<file path="src/rtl/pulse_stretch_if.sv">
// Event/indicator signal bundle for pulse_stretch: master issues event pulses,
// slave (the stretcher) reports indicator, status and queue depth.
interface pulse_stretch_if #(
    parameter int unsigned PEND_W = 3
);
    logic              pulse;
    logic              clr_ovf;
    logic              led;
    logic              busy;
    logic              done;
    logic [PEND_W-1:0] pending;
    logic              overflow;

    modport master (
        output pulse, clr_ovf,
        input  led, busy, done, pending, overflow
    );

    modport slave (
        input  pulse, clr_ovf,
        output led, busy, done, pending, overflow
    );
endinterface

</file>
<file path="src/rtl/pulse_stretch.sv">
// Stretches single-cycle event pulses into timed LED blinks separated by a fixed gap.
// Define PULSE_STRETCH_QUEUE_EN to queue events arriving mid-blink; otherwise they are dropped.
module pulse_stretch #(
    parameter int unsigned HOLD_CYCLES = 25000000,
    parameter int unsigned GAP_CYCLES  = 12500000,
    parameter int unsigned CNT_W       = 25,
    parameter int unsigned PEND_W      = 3
) (
    input  logic             clk,
    input  logic             reset,
    pulse_stretch_if.slave   bus
);
    typedef enum logic [1:0] {S_IDLE, S_ON, S_GAP} state_t;

    localparam logic [CNT_W-1:0]  HOLD_RELOAD = CNT_W'(HOLD_CYCLES - 1);
    localparam logic [CNT_W-1:0]  GAP_RELOAD  = CNT_W'(GAP_CYCLES - 1);
    localparam logic [PEND_W-1:0] PEND_MAX    = '1;

    state_t             state_q, state_d;
    logic [CNT_W-1:0]   timer_q, timer_d;
    logic [PEND_W-1:0]  pend_q, pend_d;
    logic               led_q, led_d;
    logic               busy_q, busy_d;
    logic               done_q, done_d;
    logic               ovf_q, ovf_d;
    logic               can_start, start, drop;

    always_ff @(posedge clk or negedge reset) begin
        if (!reset) begin
            state_q <= S_IDLE;
            timer_q <= '0;
            pend_q  <= '0;
            led_q   <= 1'b0;
            busy_q  <= 1'b0;
            done_q  <= 1'b0;
            ovf_q   <= 1'b0;
        end else begin
            state_q <= state_d;
            timer_q <= timer_d;
            pend_q  <= pend_d;
            led_q   <= led_d;
            busy_q  <= busy_d;
            done_q  <= done_d;
            ovf_q   <= ovf_d;
        end
    end

    always_comb begin
        state_d   = state_q;
        timer_d   = timer_q;
        pend_d    = pend_q;
        drop      = 1'b0;
        can_start = (state_q == S_IDLE) || (state_q == S_GAP && timer_q == '0);
        start     = can_start && (bus.pulse || pend_q != '0);

        case (state_q)
            S_IDLE: begin
                if (start) begin
                    state_d = S_ON;
                    timer_d = HOLD_RELOAD;
                end
            end
            S_ON: begin
                if (timer_q == '0) begin
                    state_d = S_GAP;
                    timer_d = GAP_RELOAD;
                end else begin
                    timer_d = timer_q - 1'b1;
                end
            end
            S_GAP: begin
                if (timer_q == '0) begin
                    state_d = start ? S_ON : S_IDLE;
                    timer_d = start ? HOLD_RELOAD : timer_q;
                end else begin
                    timer_d = timer_q - 1'b1;
                end
            end
            default: begin
                state_d = S_IDLE;
                timer_d = '0;
            end
        endcase

`ifdef PULSE_STRETCH_QUEUE_EN
        // A start with a queued event consumes the queue; a coincident pulse refills it.
        if (start && pend_q != '0) begin
            if (!bus.pulse)
                pend_d = pend_q - 1'b1;
        end else if (bus.pulse && !start) begin
            if (pend_q == PEND_MAX)
                drop = 1'b1;
            else
                pend_d = pend_q + 1'b1;
        end
`else
        pend_d = '0;
        drop   = bus.pulse && !start;
`endif

        if (drop)
            ovf_d = 1'b1;
        else if (bus.clr_ovf)
            ovf_d = 1'b0;
        else
            ovf_d = ovf_q;

        led_d  = (state_d == S_ON);
        busy_d = (state_d != S_IDLE);
        done_d = (state_d == S_ON) && (timer_d == '0);
    end

    assign bus.led      = led_q;
    assign bus.busy     = busy_q;
    assign bus.done     = done_q;
    assign bus.pending  = pend_q;
    assign bus.overflow = ovf_q;
endmodule

</file>
<file path="src/flat_wrapper.sv">
// flat-port wrapper written by rule: the top's interface ports become plain ports
module pulse_stretch_flat 
#(
    parameter int unsigned HOLD_CYCLES = 25000000,
    parameter int unsigned GAP_CYCLES  = 12500000,
    parameter int unsigned CNT_W       = 25,
    parameter int unsigned PEND_W      = 3
)
  (clk, reset, bus_pulse, bus_clr_ovf, bus_led, bus_busy, bus_done, bus_pending, bus_overflow);
  pulse_stretch_if #(.PEND_W(PEND_W)) bus_i ();
  input  logic clk;
  input  logic reset;
  input wire logic [$bits(bus_i.pulse)-1:0] bus_pulse;
  input wire logic [$bits(bus_i.clr_ovf)-1:0] bus_clr_ovf;
  output wire logic [$bits(bus_i.led)-1:0] bus_led;
  output wire logic [$bits(bus_i.busy)-1:0] bus_busy;
  output wire logic [$bits(bus_i.done)-1:0] bus_done;
  output wire logic [$bits(bus_i.pending)-1:0] bus_pending;
  output wire logic [$bits(bus_i.overflow)-1:0] bus_overflow;
  assign bus_i.pulse = bus_pulse;
  assign bus_i.clr_ovf = bus_clr_ovf;
  assign bus_led = bus_i.led;
  assign bus_busy = bus_i.busy;
  assign bus_done = bus_i.done;
  assign bus_pending = bus_i.pending;
  assign bus_overflow = bus_i.overflow;
  pulse_stretch #(.HOLD_CYCLES(HOLD_CYCLES), .GAP_CYCLES(GAP_CYCLES), .CNT_W(CNT_W), .PEND_W(PEND_W)) u_core (.clk(clk), .reset(reset), .bus(bus_i));
endmodule
</file>
<file path="config.mk">
export PLATFORM = sky130hd
export DESIGN_NAME = pulse_stretch_flat
export DESIGN_NICKNAME = d
export VERILOG_FILES = /design/src/rtl/pulse_stretch_if.sv /design/src/rtl/pulse_stretch.sv /design/src/flat_wrapper.sv
export SDC_FILE = /design/constraint.sdc
export NUM_CORES = 1
export LEC_CHECK = 0
export CAP_MARGIN = 20
export CELL_PAD_IN_SITES_DETAIL_PLACEMENT = 1
export CELL_PAD_IN_SITES_GLOBAL_PLACEMENT = 2
export CORE_MARGIN = 2
export CORE_UTILIZATION = 33
export CTS_BUF_LIST = sky130_fd_sc_hd__clkbuf_8 sky130_fd_sc_hd__clkbuf_16
export CTS_CLUSTER_SIZE = 20
export DETAILED_ROUTE_END_ITERATION = 16
export PLACE_DENSITY = 0.75
export SLEW_MARGIN = 20
export SYNTH_ARGS = -nofsm -noshare
export SYNTH_HDL_FRONTEND = slang
export SYNTH_SLANG_ARGS = --single-unit
</file>
<file path="constraint.sdc">
create_clock -name clk -period 2.8 [get_ports clk]
set_input_delay 0.56 -clock clk [delete_from_list [all_inputs] [get_ports clk]]
set_output_delay 0.56 -clock clk [all_outputs]
set_load 0.05 [all_outputs]
</file>
## Word-level counts from Yosys, hierarchy flattened

Index checks and enable logic that the tools add are counted.
W data, S select, Z words.

| storage, ports and cells | value |
|---|---|
| memories kept | 0 |
| latch bits | 0 |
| word-level logic and storage cells | 32 |
| register bits | 31 |
| memory bits (writable) | 0 |
| bits in read-only memories | 0 |

| cells by class | value |
|---|---|
| bitwise logic cells | 0 |
| mux-type cells | 11 |
| equal/unequal tests | 3 |
| $add $sub $neg | 1 |
| reductions and logical operators | 11 |
| order comparisons | 0 |
| shifts and indexed selects | 0 |
| div/mod/pow operators | 0 |
| multiply operators | 0 |

Operators by type and width:

| cell | number |
|---|---|
| $mux W25 | 3 |
| $pmux W25 S3 | 1 |
| $logic_not A25 Y1 | 2 |
| $sub A25 B1 Y25 const B | 1 |
| $mux W2 | 3 |
| $pmux W2 S3 | 1 |
| $eq A2 B1 Y1 const B | 2 |
| $logic_and A1 B1 Y1 | 4 |
| $reduce_bool A2 Y1 | 2 |
| $mux W1 | 3 |
| $eq A2 B2 Y1 const B | 1 |
| $logic_not A2 Y1 | 1 |
| $logic_not A1 Y1 | 1 |
| $logic_or A1 B1 Y1 | 1 |

## Logic depth before layout (Yosys ltp)

| depth | value |
|---|---|
| depth after elaboration | 9 |
| depth in mapped cells | 11 |
| depth with buffers taken out | 10 |

## Worst setup path after synthesis

No wires, ideal clock.

| timing path | value |
|---|---|
| path type | register to register |
| start | register u_core.timer_q[0] |
| end | register u_core.done_q, in the netlist u_core.bus.done |
| clock period less this slack | 2774 ps |
| stages on the path, launching flop included | 11 |
| arrival | 2706 ps |
| slack | 26 ps |
| buffers on the path | 0 |
| data required time | 2732 ps |
| path through | dfrtp_1 inv_1 ha_1 nor3b_1 nand4_1 nor3_1 xnor2_1 o22ai_1 nor2_1 or4b_1 and4bb_1 |

| between the ends | value |
|---|---|
| cells in the longest elaborated chain, start to end | 9 |
| elaborated cells between the ends (all ways) | 17 |

Ends and longest elaborated chain:

| item | line | text |
|---|---|---|
| start, declared | pulse_stretch.sv:20 | `logic [CNT_W-1:0] timer_q, timer_d;` |
| start signal, assigned | pulse_stretch.sv:39 | `timer_q <= timer_d;` |
| parallel branches: the longest is 6 deep, another holds $sub A25 B1 Y25 | -- |  |
| $pmux W25 S3 (*) | pulse_stretch.sv:56 | `case (state_q)` |
| via u_core.timer_d[22] | pulse_stretch.sv:20 |  |
| $logic_not A25 Y1 (*) | pulse_stretch.sv:110 | `done_d = (state_d == S_ON) && (timer_d == '0);` |
| $logic_and A1 B1 Y1 (*) | pulse_stretch.sv:110 |  |
| via u_core.done_d | pulse_stretch.sv:24 | `logic done_q, done_d;` |
| end signal, assigned | pulse_stretch.sv:43 | `done_q <= done_d;` |
| end, declared | pulse_stretch.sv:24 |  |

Mark *: on every way through the listed nets, which the timed path passes.
A chain may end at the register's enable or synchronous reset.

## Worst setup path in the final report

| timing path | value |
|---|---|
| start | register u_core.timer_q[1] |
| end | register u_core.done_q, in the netlist u_core.bus.done |

The elaborated chain is that of the path after synthesis.

==> out/qor_table.md <==
| Parameter | Value |
|---|---|
| Count of pins on the block boundary | 11 |
| Share of flip-flops with an asynchronous set or reset after synthesis | 100% |
| RSZ-0062 raised after global routing | true |
| Sequential element share of the synthesized area | 36.5% |
| Instance count along the most critical hold path | 2 |
| Post-route fraction of the period consumed by the critical path | 101% |
| Largest buffer count on any clock path | 2 |
| Core Rows | 29 |
| Max transition margin | 57.8% |
| Clock latency on the worst-skew pair | 0.30 ns |
| Data arrival at the endpoint of the critical path | 3.07 ns |
| Maximum number of pins on one net before global-route repair | 32 |
| Number of warnings printed during yosys synthesis | 0 |
| Status | finished with violations |
| Via count | 2331 |
| Core Area | 6280 sq um |
| Kind of start point of the critical path | flip-flop |
| Fillcell total | 756 |
| Clock transition time at the flip-flop clock pins of the worst setup and hold paths | 0.08 ns |
| NumNets Final | 328 |
| Top_reg_cell synth | dfrtp_1 |
| Hold-critical path endpoint | u_core.bus.overflow |
| Fin. max-slew vios | 0 |
| Hold buffers post-CTS | 0 |
| Fmax | 353 MHz |
| Final setup violation count | 1 |
| Total Power | 0.00182 W |
| Width of the die | 84.2 um |
| Final estimated routing congestion in global placement | 0.920 |
| Post-Synthesis Cell Area | 2120 sq um |
| Synth Register Bits | 31 |
| ANT cells | 0 |
| Worst path depth | 11 |
| Violated checks | negative setup slack |
| Reg2reg path depth | 11 |
| Reg-to-reg critical path startpoint | u_core.timer_q[1] |
| Peak supply drop | 0.000340 V |
| First-pass GRT wire length | 13400 um |
| Post-route non-filler standard cell count | 400 |
| CTS tree | yes |
| Total CTS buffers | 5 |
| Leakage | 1.19 nW |
| Synthesis-to-finish area growth | 41.0% |
| Drt initial violations | 179 |
| Register-to-register setup slack | -0.03 ns |
| Final hold violations | 0 |
| Fraction of final layout cells sized beyond drive strength 1 | 31.9% |
| Crit-path leading delay family | simple AND/OR/NAND/NOR gates |
| Least-Margin Pin Slew | 0.628 ns |
| Maximum fanout count along the critical path | 6 |
| Routed Antenna Nets | 0 |
| IO buf count | 7 |
| Residual DRC count | 0 |
| DRT Wirelength | 8520 um |
| Min cycle time layout | 2.83 ns |
| Buf+Inv Stages, Crit Path | 2 |
| Starting utilization of the core area | 33.8% |
| Initial antenna violation count | 0 |
| Sequence of cells on the critical path | inv_2 > ha_4 > nor4b_4 > buf_4 > nand4_1 > o21ai_4 > o22ai_2 > a221o_1 > nor4_2 > and4_1 > and4bb_1 |
| Setup CP Type | flip-flop to flip-flop |
| Number of enable flip-flop cells after synthesis | 0 |
| Wire length per cell | 21.3 um |
| Distinct cell type count of the synthesized netlist | 60 |
| Worst Setup End Kind | flip-flop |
| Synthesized area divided by synthesized cell count | 8.63 sq um |
| Slowest cell on the critical path | dfrtp_1 |
| Worst-case hold slack | 0.529 ns |
| Number of iterations in the first detailed-routing pass | 4 |
| HPWL after DPL | 6200 um |
| # Max-Cap Violations | 0 |
| Placed cell count | 381 |
| Number of H-tree levels | 2 |
| Floorplan die area | 7090 sq um |
| Via count of the first global-routing pass | 2365 |
| Destination of the worst register-to-register timing path | u_core.bus.done |
| HP Start | u_core.bus.overflow |
| Overall global routing resource usage | 24.8% |
| Via density per instance | 5.83 |
| Final setup slack of the worst path | -0.0320 ns |
| Worst hold path type | flip-flop to flip-flop |
| Setup TNS after final layout | -0.0320 ns |
| TritonCTS sink count | 31 |
| Highest cell delay on the worst timing path | 0.40 ns |
| Global-route congestion overflow total | 0 |
| Die height | 84.2 um |
| Worst setup skew after layout | 0.00543 ns |
| Gate Count Post-Synth | 246 |
| Clock Tree Root | clkbuf_8 |
| PD cells | 609 nW/um^2 |
| Worst endpoint required time | 3.04 ns |
cells in the mapped netlist, types with 2 or more instances:
cell type  number  area [sq um]
a211o_1         4          35.0
a211oi_1        6          45.0
a21o_1          3          22.5
a21oi_1        14          70.1
a31oi_1         3          18.8
a32oi_1         2          17.5
and3_1          3          18.8
and4_1          3          26.3
buf_4           3          22.5
clkbuf_1        5          18.8
dfrtp_1        31           776
ha_1            2          25.0
inv_1           6          22.5
mux2i_1         2          20.0
nand2_1        22          82.6
nand2b_1        4          25.0
nand3_1         5          25.0
nand4_1         4          25.0
nor2_1         29           109
nor3_1          6          30.0
nor3_2          2          20.0
nor3b_1         2          15.0
nor4_1          7          43.8
nor4_4          2          42.5
o211ai_1        4          30.0
o21a_1          2          15.0
o21ai_0        19          95.1
o22ai_1         3          18.8
o311ai_0        2          17.5
o31ai_1         4          30.0
or3_1           4          25.0
or4_1           2          15.0
xnor2_1         9          78.8
state kept, by name, summed over array words and instances (netlist names):
register,count
u_core.bus.busy,1
u_core.bus.done,1
u_core.bus.led,1
u_core.bus.overflow,1
u_core.state_q,2
u_core.timer_q,25
cell type report:
cell class / count / area, sq um / area share [%]
Multi-Input combinational cell: 199 / 1360 / 45.3
Sequential cell: 31 / 776 / 25.9
Timing Repair Buffer: 79 / 627 / 20.9
Tap cell: 77 / 96.3 / 3.22
Clock buffer: 6 / 82.6 / 2.76
Clock inverter: 2 / 35.0 / 1.17
Inverter: 6 / 22.5 / 0.752
per-stage QoR:
step                utilization [%]  instance area (sq um)  setup slack (ns)
detailed placement             43.0                   2700            -0.119
global route                   47.7                   2990            -0.132
finish                         47.7                   2990           -0.0320
CTS                            46.2                   2900           0.00439
global placement               43.0                   2700            -0.227
floorplan                         -                   2130            0.0257
placed cells by master, fill, tap and decap left out, types with 5 or more instances in the layout:
master,n
nor3_1,6
xnor2_1,9
nand2_1,22
clkbuf_8,6
nor2_1,28
o21ai_0,17
buf_4,70
nand3_1,5
dfrtp_1,31
clkdlybuf4s50_1,7
a21oi_1,12
power by group:
group | internal, W | switching [W] | total, W | leakage [nW]
sequential | 0.000546 | 0.000120 | 0.000666 | 0.348
combinational | 0.000326 | 0.000343 | 0.000669 | 0.780
clock | 0.000288 | 0.000200 | 0.000488 | 0.0612
per-layer routing:
layer / global-route usage [%] / up-vias / wire length, um
met5: 0 / - / 0
met4: 10.3 / 0 / 303
met3: 3.74 / 21 / 411
met2: 40.2 / 79 / 4160
met1: 33.1 / 1148 / 3650
li1: - / 1083 / -
cells by family (layout without fill, tap and decap cells):
group	after synthesis	count (layout)	synth area share, %
adders and majority gates	2	2	1.18
DFF	31	31	36.5
AOI/OAI and AO/OA	77	77	24.1
and+or+nand+nor	105	105	28.6
buffers and inverters	18	93	4.30
muxes	2	2	0.943
other	1	3	0.177
xor gates and xnor gates	10	10	4.13
how the worst max path moves through the flow:
stage / startpoint / end / slack (ns)
global route: u_core.timer_q[1] / u_core.bus.done / -0.13
floorplan: u_core.timer_q[0] / u_core.bus.done / 0.03
detailed placement: u_core.timer_q[1] / u_core.bus.done / -0.12
finish: u_core.timer_q[1] / u_core.bus.done / -0.03
global placement: u_core.timer_q[1] / u_core.bus.done / -0.23
CTS: u_core.timer_q[8] / u_core.bus.done / 0.004
timing repair:
item / in CTS / in global routing
setup endpoints to repair: 1 / 1
gates cloned: 0 / 0
resized for setup: 11 / 10
pin swaps: 8 / 10
buffers inserted: 5 / 6
worst register-to-register path: cells and delay by family (launching register included):
| kind | cells | cell delay (ns) |
|---|---|---|
| AND/OR/NAND/NOR | 5 | 1.20 |
| flip-flops | 1 | 0.40 |
| adder cells (fa/ha/maj) | 1 | 0.13 |
| AO/OA/AOI/OAI | 3 | 0.76 |
| buffers and inverters | 2 | 0.27 |
Note: power is estimated with default switching activity, not from simulation.
